$ cat src/rtl/palette_lut_if.sv
// Pixel stream, palette write and readback signals for palette_lut.
// The master drives pixels and table accesses; the slave is the LUT.
interface palette_lut_if #(
  parameter int IDX_W = 3,
  parameter int RGB_W = 24
);
  logic             pix_valid;
  logic [IDX_W-1:0] pix_idx;
  logic             pix_blank;
  logic [RGB_W-1:0] under_rgb;
  logic             trans_en;
  logic             out_valid;
  logic [RGB_W-1:0] out_rgb;
  logic             wr_en;
  logic [IDX_W-1:0] wr_idx;
  logic [RGB_W-1:0] wr_rgb;
  logic             rd_en;
  logic [IDX_W-1:0] rd_idx;
  logic             rd_valid;
  logic [RGB_W-1:0] rd_rgb;

  modport master (
    output pix_valid, pix_idx, pix_blank, under_rgb, trans_en,
    output wr_en, wr_idx, wr_rgb, rd_en, rd_idx,
    input  out_valid, out_rgb, rd_valid, rd_rgb
  );

  modport slave (
    input  pix_valid, pix_idx, pix_blank, under_rgb, trans_en,
    input  wr_en, wr_idx, wr_rgb, rd_en, rd_idx,
    output out_valid, out_rgb, rd_valid, rd_rgb
  );
endinterface

$ cat src/rtl/palette_lut.sv
// Programmable 2-stage colour look-up table for the sprite pixel path.
// Resettable flop table with write-first bypass on both pixel and readback reads.
module palette_lut #(
  parameter int IDX_W     = 3,
  parameter int RGB_W     = 24,
  parameter int TRANS_IDX = 0
) (
  input logic          clk,
  input logic          rst_n,
  palette_lut_if.slave bus
);
  localparam int DEPTH = 2 ** IDX_W;
  localparam logic [IDX_W-1:0] TRANS = IDX_W'(TRANS_IDX);

  function automatic logic [RGB_W-1:0] reset_rgb(input int i);
    logic [23:0] c;
    case (i)
      0:       c = 24'hAAAAAA;
      1:       c = 24'h000000;
      2:       c = 24'hFFFFFF;
      3:       c = 24'hFF1551;
      4:       c = 24'hBF8718;
      5:       c = 24'h5EFF00;
      6:       c = 24'h008FFF;
      7:       c = 24'h02006B;
      default: c = 24'h000000;
    endcase
    return RGB_W'(c);
  endfunction

  logic [RGB_W-1:0] pal_q [DEPTH];

  logic             s1_valid;
  logic [IDX_W-1:0] s1_idx;
  logic             s1_blank;
  logic [RGB_W-1:0] s1_under;
  logic             s1_trans_en;

  logic             out_valid_q;
  logic [RGB_W-1:0] out_rgb_q;
  logic             rd_valid_q;
  logic [RGB_W-1:0] rd_rgb_q;

  logic [RGB_W-1:0] pix_rgb;
  logic [RGB_W-1:0] rd_next;

  always_ff @(posedge clk or negedge rst_n) begin
    if (!rst_n) begin
      for (int i = 0; i < DEPTH; i++) pal_q[i] <= reset_rgb(i);
    end else if (bus.wr_en) begin
      pal_q[bus.wr_idx] <= bus.wr_rgb;
    end
  end

  always_ff @(posedge clk or negedge rst_n) begin
    if (!rst_n) begin
      s1_valid    <= 1'b0;
      s1_idx      <= '0;
      s1_blank    <= 1'b0;
      s1_under    <= '0;
      s1_trans_en <= 1'b0;
    end else begin
      s1_valid    <= bus.pix_valid;
      s1_idx      <= bus.pix_idx;
      s1_blank    <= bus.pix_blank;
      s1_under    <= bus.under_rgb;
      s1_trans_en <= bus.trans_en;
    end
  end

  // Blank beats transparency beats the (write-first) table lookup.
  always_comb begin
    pix_rgb = pal_q[s1_idx];
    if (s1_blank)
      pix_rgb = '0;
    else if (s1_trans_en && (s1_idx == TRANS))
      pix_rgb = s1_under;
    else if (bus.wr_en && (bus.wr_idx == s1_idx))
      pix_rgb = bus.wr_rgb;
  end

  always_comb begin
    rd_next = pal_q[bus.rd_idx];
    if (bus.wr_en && (bus.wr_idx == bus.rd_idx))
      rd_next = bus.wr_rgb;
  end

  always_ff @(posedge clk or negedge rst_n) begin
    if (!rst_n) begin
      out_valid_q <= 1'b0;
      out_rgb_q   <= '0;
      rd_valid_q  <= 1'b0;
      rd_rgb_q    <= '0;
    end else begin
      out_valid_q <= s1_valid;
      out_rgb_q   <= pix_rgb;
      rd_valid_q  <= bus.rd_en;
      if (bus.rd_en) rd_rgb_q <= rd_next;
    end
  end

  assign bus.out_valid = out_valid_q;
  assign bus.out_rgb   = out_rgb_q;
  assign bus.rd_valid  = rd_valid_q;
  assign bus.rd_rgb    = rd_rgb_q;
endmodule

$ cat src/flat_wrapper.sv
// flat-port wrapper written by rule: the top's interface ports become plain ports
module palette_lut_flat 
#(
  parameter int IDX_W     = 3,
  parameter int RGB_W     = 24,
  parameter int TRANS_IDX = 0
)
  (clk, rst_n, bus_pix_valid, bus_pix_idx, bus_pix_blank, bus_under_rgb, bus_trans_en, bus_wr_en, bus_wr_idx, bus_wr_rgb, bus_rd_en, bus_rd_idx, bus_out_valid, bus_out_rgb, bus_rd_valid, bus_rd_rgb);
  palette_lut_if #(.IDX_W(IDX_W), .RGB_W(RGB_W)) bus_i ();
  input logic clk;
  input logic rst_n;
  input wire logic [$bits(bus_i.pix_valid)-1:0] bus_pix_valid;
  input wire logic [$bits(bus_i.pix_idx)-1:0] bus_pix_idx;
  input wire logic [$bits(bus_i.pix_blank)-1:0] bus_pix_blank;
  input wire logic [$bits(bus_i.under_rgb)-1:0] bus_under_rgb;
  input wire logic [$bits(bus_i.trans_en)-1:0] bus_trans_en;
  input wire logic [$bits(bus_i.wr_en)-1:0] bus_wr_en;
  input wire logic [$bits(bus_i.wr_idx)-1:0] bus_wr_idx;
  input wire logic [$bits(bus_i.wr_rgb)-1:0] bus_wr_rgb;
  input wire logic [$bits(bus_i.rd_en)-1:0] bus_rd_en;
  input wire logic [$bits(bus_i.rd_idx)-1:0] bus_rd_idx;
  output wire logic [$bits(bus_i.out_valid)-1:0] bus_out_valid;
  output wire logic [$bits(bus_i.out_rgb)-1:0] bus_out_rgb;
  output wire logic [$bits(bus_i.rd_valid)-1:0] bus_rd_valid;
  output wire logic [$bits(bus_i.rd_rgb)-1:0] bus_rd_rgb;
  assign bus_i.pix_valid = bus_pix_valid;
  assign bus_i.pix_idx = bus_pix_idx;
  assign bus_i.pix_blank = bus_pix_blank;
  assign bus_i.under_rgb = bus_under_rgb;
  assign bus_i.trans_en = bus_trans_en;
  assign bus_i.wr_en = bus_wr_en;
  assign bus_i.wr_idx = bus_wr_idx;
  assign bus_i.wr_rgb = bus_wr_rgb;
  assign bus_i.rd_en = bus_rd_en;
  assign bus_i.rd_idx = bus_rd_idx;
  assign bus_out_valid = bus_i.out_valid;
  assign bus_out_rgb = bus_i.out_rgb;
  assign bus_rd_valid = bus_i.rd_valid;
  assign bus_rd_rgb = bus_i.rd_rgb;
  palette_lut #(.IDX_W(IDX_W), .RGB_W(RGB_W), .TRANS_IDX(TRANS_IDX)) u_core (.clk(clk), .rst_n(rst_n), .bus(bus_i));
endmodule
$ cat config.mk
export PLATFORM = sky130hd
export DESIGN_NAME = palette_lut_flat
export DESIGN_NICKNAME = d
export VERILOG_FILES = /design/src/rtl/palette_lut_if.sv /design/src/rtl/palette_lut.sv /design/src/flat_wrapper.sv
export SDC_FILE = /design/constraint.sdc
export NUM_CORES = 1
export LEC_CHECK = 0
export CAP_MARGIN = 20
export CORE_MARGIN = 4
export CORE_UTILIZATION = 45
export DETAILED_ROUTE_END_ITERATION = 12
export DONT_BUFFER_PORTS = 1
export PLACE_DENSITY_LB_ADDON = 0.05
export SLEW_MARGIN = 20
export SYNTH_ARGS = -nofsm -noshare
export SYNTH_HDL_FRONTEND = slang
export SYNTH_SLANG_ARGS = --single-unit
$ cat constraint.sdc
create_clock -name clk -period 2.7 [get_ports clk]
set_clock_uncertainty 0.2 [all_clocks]
set_input_delay 0.54 -clock clk [delete_from_list [all_inputs] [get_ports clk]]
set_output_delay 0.54 -clock clk [all_outputs]
set_load 0.02 [all_outputs]
==> qor.csv <==
metric,value,unit
clk sinks,272,
die height,180,um
number of flops mapped to enable cells by yosys,0,
DRC Markers,0,
Most used DFF post-synth,dfrtp_1,
TritonRoute pass-1 iters,5,
Clock Path Buffers,3,
Ports,114,
Clock transition at path regs,0.06,ns
CP max FO,24,
DRT antenna net count,0,
"Async S/R FF share, synth",100,%
largest net degree at the start of global routing,273,
headroom to the max-slew limit,38.6,%
crit start category,register,
H-tree levels,2,
YS warnings,0,
ranking of synthesized cells by area,"dfrtp_1 (33%), dfstp_2 (19%), mux2_2 (15%), mux4_2 (13%), mux2i_1 (3.6%)",
width of the die,180,um
critical path class,reg2reg,
fillers,2398,
Initial Util,46.1,%
sequential cell area fraction in the yosys report,51.8,%
WL/cell,27.7,um
die area,32500,um2
share of power burned in registers,46.7,%
CTS buffer count,34,
Tmin final,2.24,ns
layout cells sized above 1,50.5,%
CP endpoint kind,register,
Post-synth top cells,"dfrtp_1 (177), mux2_2 (175), dfstp_2 (95), mux4_2 (79), mux2i_1 (48)",
fin cells,1261,
violated checks,hold timing,
Clock power frac,37.5,%
CORE AREA,29000,um2
switch share,25.1,%
outcome,"complete, but fails checks",
synth unique cells,38,
combinational share of power,15.7,%
Syn Inst Count,824,
DP HPWL,20300,um
initial antenna violation count,1,
internal power,0.00945,W
number of global-route vias before repair,8389,
RSZ-0062 raised after global routing,no,
Yosys reg bits,272,
Min-Delay Path Class,in2async,
worst skew pair latency,0.51,ns
Synth-to-Final Area Change,14.2,%
hold slack final,-0.468,ns
biggest area consumer among synthesized cells,dfrtp_1,
mapped cell area,13400,um2
max frequency,446,MHz
Leakage Power,6.17,nW
global-route wire length before repair,53800,um
"Slew Viols, Final",0,
setup_tns,0,ns
drt total wl,34900,um
row count,62,
Port Buffers,0,
NetSw,0.00316,W
max-capacitance violation count,0,
most frequent cell after synthesis,dfrtp_1,
RePlAce Congestion,0.763,
GR Overflow Total,0,
final setup fails,0,
# hold bufs at CTS,56,
DR vias,7747,
Initial DRC Count,518,
"Hold Vio Cnt, Final",204,
total power,0.0126,W
post-synth top area share,33.1,%
CTS tree,yes,
Tot GR Track Use,21.5,%
post_cts resized,0,
"Req. time, crit path",2.89,ns
P per Cell Area,826,nW/um2
syn_area_per_cell,16.2,um2
Max IR drop VDD,0.472,mV
root buffer cell,clkbuf_16,
Worst-Margin Slew,0.921,ns
Mapped Nets,888,
post-route clock period utilization,83.1,%
crit path DAT,2.43,ns
Final Util,52.6,%
Cells after DPL,1142,
final net count,914,
setup bufs post-CTS,0,
Avg Vias per Cell,6.14,
[critical path, cell delays in order (launching register included)]
cell and delay, ns:
dfrtp_4 0.51, buf_12 0.25, mux4_1 0.58, mux2i_1 0.24, nor3_1 0.07, a221o_1 0.27
[final timing paths]
path                            cells past startpoint                    end  slack (ns)              from
max in group asynchronous                           0      u_core.pal_q[152]        2.13             rst_n
worst max register to register                      5  u_core.bus.out_rgb[0]        0.46  u_core.s1_idx[1]
worst min-delay path                                0       u_core.s1_idx[2]       -0.47             rst_n
worst max-delay path                                5  u_core.bus.out_rgb[0]        0.46  u_core.s1_idx[1]
worst min register to register                      0   u_core.bus.out_valid        0.15   u_core.s1_valid
min in group clk                                    1   u_core.bus.rd_rgb[8]        0.02     bus_wr_rgb[8]
[metrics by stage]
step,instance area (um2),worst slack (ns)
after global routing,15300,0.358
final,15300,0.455
after global placement,13500,0.475
after floorplan,13400,0.497
after detailed placement,13500,0.429
after CTS,15300,0.455
[flip-flops by register name, summed over array words and instances, names as in the netlist]
| signal | cells |
|---|---|
| u_core.bus.out_rgb | 24 |
| u_core.bus.out_valid | 1 |
| u_core.bus.rd_rgb | 24 |
| u_core.bus.rd_valid | 1 |
| u_core.pal_q | 192 |
| u_core.s1_blank | 1 |
| u_core.s1_idx | 3 |
| u_core.s1_trans_en | 1 |
| u_core.s1_under | 24 |
| u_core.s1_valid | 1 |
[kinds of logic after synthesis]
kind of cell / Yosys count / synth area share [%]
flip-flops: 272 / 51.8
multiplexers: 336 / 36.4
buffers and inverters: 93 / 4.91
XOR/XNOR: 6 / 0.393
AO/OA/AOI/OAI: 59 / 3.98
AND/OR/NAND/NOR: 58 / 2.49
[layout by cell type (no fill, tap or decap), drive strengths merged, types with 6 or more instances in the layout]
| master | Yosys | routed |
|---|---|---|
| buf | 47 | 26 |
| clkbuf | 39 | 50 |
| mux2 | 192 | 192 |
| nand2 | 17 | 17 |
| dfstp | 95 | 95 |
| o221a | 14 | 14 |
| mux4 | 96 | 96 |
| dlygate4sd3 | 0 | 56 |
| a22oi | 10 | 10 |
| mux2i | 48 | 48 |
| dfrtp | 177 | 177 |
| a221o | 24 | 24 |
| xnor2 | 6 | 6 |
| o21ai | 10 | 10 |
| nor3 | 26 | 26 |
[metal layers]
metal	wire (um)	global-route usage [%]	up-vias
met5	0	0	-
met4	751	5.26	0
met3	2240	5.13	57
met2	16800	34.6	234
met1	15200	30.0	4215
li1	-	-	3241
[area by class of cell]
cell class | instances | area [um2] | area share, %
diodes | 1 | 2.50 | 0.0164
clock buffers | 50 | 971 | 6.36
clock inverters | 12 | 214 | 1.40
inverters | 1 | 3.75 | 0.0246
multi-input cells | 459 | 5820 | 38.1
flip-flops and latches | 272 | 6930 | 45.4
well taps | 384 | 480 | 3.15
repair buffers | 82 | 843 | 5.52
[power by group through the flow]
stage	combinational, W	sequential (W)	clock, W
after floorplan	0.00173	0.00571	0
after global placement	0.00184	0.00589	0
after detailed placement	0.00190	0.00596	0
after CTS	0.00201	0.00590	0.00487
after global routing	0.00215	0.00600	0.00504
final	0.00198	0.00590	0.00474
Note: power is estimated with default switching activity, not from simulation.
